==> src/rtl/counter_8_pkg.sv <==
// Shared constants for the counter_8 block: counter width, segment patterns, decode helper.
// Latency: n/a (declarations only).
// Backpressure: n/a.
//
// Contents:
//   CNT_W / SEG_W  - count and segment bus widths
//   cnt_t / seg_t  - matching packed types
//   SEG_0..SEG_7   - lit-low segment patterns, bit order {g,f,e,d,c,b,a}
//   seg_lookup()   - count -> lit-low pattern
package counter_8_pkg;

  localparam int CNT_W = 3;
  localparam int SEG_W = 7;

  typedef logic [CNT_W-1:0] cnt_t;
  typedef logic [SEG_W-1:0] seg_t;

  // Patterns are stored in the common-anode form (0 = segment lit).
  localparam seg_t SEG_0 = 7'h40;
  localparam seg_t SEG_1 = 7'h79;
  localparam seg_t SEG_2 = 7'h24;
  localparam seg_t SEG_3 = 7'h30;
  localparam seg_t SEG_4 = 7'h19;
  localparam seg_t SEG_5 = 7'h12;
  localparam seg_t SEG_6 = 7'h02;
  localparam seg_t SEG_7 = 7'h78;

  function automatic seg_t seg_lookup(input cnt_t value);
    seg_t pat;
    case (value)
      3'd0:    pat = SEG_0;
      3'd1:    pat = SEG_1;
      3'd2:    pat = SEG_2;
      3'd3:    pat = SEG_3;
      3'd4:    pat = SEG_4;
      3'd5:    pat = SEG_5;
      3'd6:    pat = SEG_6;
      default: pat = SEG_7;
    endcase
    return pat;
  endfunction

endpackage

==> src/rtl/seg7_decoder.sv <==
// Seven-segment decoder for a 3-bit value.
// Latency: purely combinational, zero cycles.
// Backpressure: none.
//
// Ports:
//   value   - 3-bit input value
//   pattern - 7-bit segment pattern {g,f,e,d,c,b,a}
// SEG_ACTIVE_LOW = 1 drives 0 to light a segment; 0 drives 1 to light it.
module seg7_decoder
  import counter_8_pkg::*;
#(
  parameter bit SEG_ACTIVE_LOW = 1'b1
) (
  input  cnt_t value,
  output seg_t pattern
);

  seg_t lit_low;

  always_comb begin
    lit_low = seg_lookup(value);
  end

  // The table is stored lit-low; a common-cathode build just inverts it.
  assign pattern = SEG_ACTIVE_LOW ? lit_low : ~lit_low;

endmodule

==> src/rtl/counter_8.sv <==
// Free-running modulo-8 up-counter with seven-segment display of the count.
// Latency: oQ is the register itself; oDisplay is a zero-cycle decode of oQ.
// Backpressure: none; counts on every CLK edge while out of reset.
//
// Ports:
//   CLK      - sole clock, rising edge
//   rst_n    - asynchronous active-low reset, forces count to 0
//   oQ       - current count 0..7
//   oDisplay - segment pattern of oQ, {g,f,e,d,c,b,a}
module counter_8
  import counter_8_pkg::*;
#(
  parameter bit SEG_ACTIVE_LOW = 1'b1
) (
  input  logic             CLK,
  input  logic             rst_n,
  output logic [CNT_W-1:0] oQ,
  output logic [SEG_W-1:0] oDisplay
);

  cnt_t count_q;

  // Wrap 7 -> 0 falls out of the 3-bit add; no carry is kept.
  always_ff @(posedge CLK or negedge rst_n) begin
    if (!rst_n) begin
      count_q <= '0;
    end else begin
      count_q <= count_q + cnt_t'(1);
    end
  end

  assign oQ = count_q;

  seg7_decoder #(
    .SEG_ACTIVE_LOW (SEG_ACTIVE_LOW)
  ) u_seg7_decoder (
    .value   (count_q),
    .pattern (oDisplay)
  );

endmodule

==> config.mk <==
export PLATFORM = sky130hd
export DESIGN_NAME = counter_8
export DESIGN_NICKNAME = d
export VERILOG_FILES = /design/src/rtl/counter_8_pkg.sv /design/src/rtl/seg7_decoder.sv /design/src/rtl/counter_8.sv
export SDC_FILE = /design/constraint.sdc
export NUM_CORES = 1
export LEC_CHECK = 0
export BUFFER_PORTS_ARGS = -buffer_cell sky130_fd_sc_hd__buf_2
export CAP_MARGIN = 10
export CORE_AREA = 4 4 41 43
export CTS_CLUSTER_DIAMETER = 50
export DETAILED_ROUTE_END_ITERATION = 10
export DIE_AREA = 0 0 45 47
export PLACE_DENSITY_LB_ADDON = 0.12
export SLEW_MARGIN = 20
export SYNTH_ARGS = -nofsm -noshare
export SYNTH_HDL_FRONTEND = slang
export SYNTH_SLANG_ARGS = --single-unit
==> constraint.sdc <==
create_clock -name CLK -period 2.98 [get_ports CLK]
set_input_delay 0.149 -clock CLK [delete_from_list [all_inputs] [get_ports CLK]]
set_output_delay 0.149 -clock CLK [all_outputs]
set_load 0.03 [all_outputs]
; Word level (Yosys, flattened, before mapping)
; Index checks and enable logic that the tools add are counted.
[word_totals]
regBits = 3
output_inout_bits = 10
elab_cells = 10
[op_classes]
addsub = 1
n_eq_ne = 6
n_mux = 1
reduce_logical = 1
[ops]
columns = op, n
row1 = 7-bit case mux with 7 select lines, 1
row2 = 3-bit == test (second input constant), 3
row3 = 3-bit by 2-bit == test with 1-bit output (second input constant), 2
row4 = 3-bit by 1-bit adder with 3-bit output (second input constant), 1
row5 = 3-bit by 1-bit == test with 1-bit output (second input constant), 1
row6 = 3-bit zero test, 1

; Longest topological paths before layout
[depth]
ltp_word = 2
depth_mapped = 5
depth_no_buf = 5

; Modules after synthesis
; A second synthesis with hierarchy kept.
[unflattened]
cells_unflattened = 23
area_unflattened_um2 = 215.2
[by_module_without_submodules]
columns = mod, instances, cells_each, area_per_inst_um2, seq_area_each_um2
row1 = seg7_decoder, 1, 17, 115.1, 0.0
row2 = counter_8, 1, 6, 100.1, 75.1

; Least setup slack after synthesis
; Ideal clock, no wire load.
[synth_path]
path_type = register -> output
from = register count_q[0], in the netlist oQ[0]
to = output port oDisplay[4]
arrival_time_ps = 1716
required_ps = 2831
path_slack_ps = 1115
stages_incl_launch_ff = 6
cell_sequence = dfrtp_1 inv_1 ha_1 nor3_2 nand2b_1 a31oi_1
[synth_between]
elab_chain_cells = 2
[synth_lines]
columns = element, line_no
row1 = start: declaration, counter_8.sv:21  ; cnt_t count_q;
row2 = start signal: assignment, counter_8.sv:28  ; count_q <= count_q + cnt_t'(1);
row3 = 3-bit == test (tied with other cells), counter_8_pkg.sv:30  ; case (value)
row4 = 7-bit case mux with 7 select lines (*), counter_8_pkg.sv:30
row5 = end: declaration, counter_8.sv:18  ; output logic [SEG_W-1:0] oDisplay
; Every way passes the cells marked *; elsewhere a longest branch is shown, timed or not.

; Worst setup path after layout
[layout_path]
from = register count_q[0], in the netlist oQ[0]
to = output port oDisplay[6]
; The elaborated chain is that of the path after synthesis.

==> out/results.txt <==
GRT overflow = 0
max reg flops = 3
largest net degree at the start of global routing = 10
R2R depth = 3
CP arrival = 1.64 ns
Power Dens Cells = 298 nW/um^2
ANT cells = 0
share of cells above drive strength 1 = 41.3%
CP endpoint kind = output pin
Initial Util = 21.1%
I/O Buffers = 11
Post-Syn Nets = 38
min cycle time layout = 1.79 ns
Layout Cells excl Fill = 61
crit path from = oQ[0]$_DFF_PN0_
worst hold-check path type = in2async
cell area after layout = 377 sq um
cell row count = 13
placed insts = 56
Setup WS post-layout = 1.19 ns
reg2reg start = oQ[0]$_DFF_PN0_
worst vdd ir = 0.279 mV
# DRC = 0
Ys Warns = 0
register bit total from synthesis = 3
Synth Instances = 31
CTS tree = yes
post-CTS setup buffers = 0
reg2reg setup slack = 1.89 ns
buffers plus inverters on the worst setup path = 2
Seq/Total Area, Yosys = 27.4%
WHS = 0.249 ns
Routed WL = 622 microns
core area = 1300 sq um
slowest cell delay on critical path = 0.39 ns
clock sink total = 3
Mapped Area = 274 sq um
Crit Path Class = reg2out
clk_lat worst skew = 0.23 ns
r2r endpoint = oQ[2]$_DFF_PN0_
Synth area leaders = dfrtp_1, ha_1, nor3_1, inv_1, mux2_4
GPL Wtd Cong = 0.624
final setup skew = 0.000322 ns
Post-Route Setup TNS = 0 ns
Worst Path Required = 2.83 ns
Total GRT Usage = 7.36%
RSZ-0062 raised after global routing = no
post-cts sizing count = 0
pre-CTS setup slack = 1.42 ns
DP Wirelength = 512 microns
Die Wd = 45 microns
Pleak = 0.191 nW
Slew @ Worst Pin = 0.312 ns
IO Count = 12
DR WL/cell = 10.2 microns
final setup fails = 0
clk buf depth = 2
Routed Antenna Nets = 0
Die H = 47 microns
syn_area_per_cell = 8.84 sq um
Synth cell types = 17
outcome = completed
total placed instance area = 340 sq um
fin util = 28.9%
Slew Limit Fails = 0
Vias/cell = 4.11
area leader, netlist = dfrtp_1
Critical Path Source Type = flip-flop
DIE AREA = 2120 sq um
Area growth, synth to finish = 37.4%
commonest cells after routing, fill and taps aside = buf_2, ha_1, inv_1
initial antenna violation count = 0
slew margin rel. = 79.2%
leading cell type in the layout, fill and taps excluded = buf_2
DRT Pass-1 Iters = 2
H-tree depth = 1
CP cell instances = inv_1 > ha_1 > nor2_2 > o21ai_1 > o22ai_1 > buf_2
Highest Clock Rate = 0.560 GHz
final worst path period share = 60.0%
# Max-Cap Violations = 0
Synth top area share = 27.4%
Final Hold Fails = 0
Nets = 54
Via Count = 251
Worst-path clk slew = 0.04 ns
Root Driver = clkbuf_4
Total Power = 0.112 mW
Slowest cell on crit path = dfrtp_1
CTS Buf Count = 3
first-pass GRT wire length = 1.09 mm
family with the most delay on the worst path = flip-flops
vias in the first global route = 269
Iteration-0 DRC Markers = 1
crit path max fanout = 4
-- Yosys cell counts --
| cell type | number |
|---|---|
| a21oi_1 | 1 |
| a31oi_1 | 1 |
| buf_4 | 1 |
| dfrtp_1 | 3 |
| ha_1 | 5 |
| inv_1 | 4 |
| inv_2 | 1 |
| mux2_4 | 1 |
| nand2b_1 | 1 |
| nor2_1 | 3 |
| nor2_2 | 1 |
| nor2b_2 | 1 |
| nor3_1 | 3 |
| nor3_2 | 1 |
| o21ai_1 | 1 |
| o21bai_1 | 2 |
| o22ai_1 | 1 |
-- cells by family (layout without fill, tap and decap cells) --
logic type	count (synthesis)	after routing	synth area share (%)
buf+inv	6	21	9.59
compound gates	6	6	13.7
simple gates	10	10	21.0
fa+ha+maj	5	5	22.8
flops	3	3	27.4
mux	1	1	5.48
-- layout make-up --
class	count	area [sq um]
Tap cell	15	18.8
Sequential cell	3	75.1
Multi-Input combinational cell	22	173
Clock buffer	4	26.3
Timing Repair Buffer	12	65.1
Inverter	5	18.8
Fill cell	155	925
-- worst register-to-register path: cells and delay by family, from the launching register on --
family / cells / cell delay [ns]
adders and majority gates: 2 / 0.54
buffers and inverters: 1 / 0.04
DFF: 1 / 0.41
-- per-layer routing --
layer	routed length [microns]	GRT usage [%]
met3	48	6.51
met2	295	12.4
met4	0	0
met1	278	7.31
met5	0	0
-- power breakdown --
group / switching (mW) / total (mW) / internal [mW] / leakage (nW)
logic: 0.000846 / 0.00218 / 0.00133 / 0.138
registers: 0 / 0.0410 / 0.0410 / 0.0379
clock network: 0.0192 / 0.0692 / 0.0501 / 0.0150
total: 0.0200 / 0.112 / 0.0924 / 0.191
-- what timing repair did --
action	CTS	global route
endpoints found under the hold margin	3	0
endpoints found under the setup margin	0	0
hold buffers	1	0
-- how the worst max path moves through the flow --
| stage | depth (start not counted) | end | slack (ns) |
|---|---|---|---|
| final | 6 | oDisplay[6] | 1.19 |
| after detailed placement | 6 | oDisplay[6] | 1.42 |
| after global placement | 6 | oDisplay[4] | 1.44 |
| after CTS | 6 | oDisplay[6] | 1.17 |
| after global routing | 6 | oDisplay[6] | 1.04 |
| after floorplan | 5 | oDisplay[4] | 1.11 |
(Power assumes the default switching activity.)
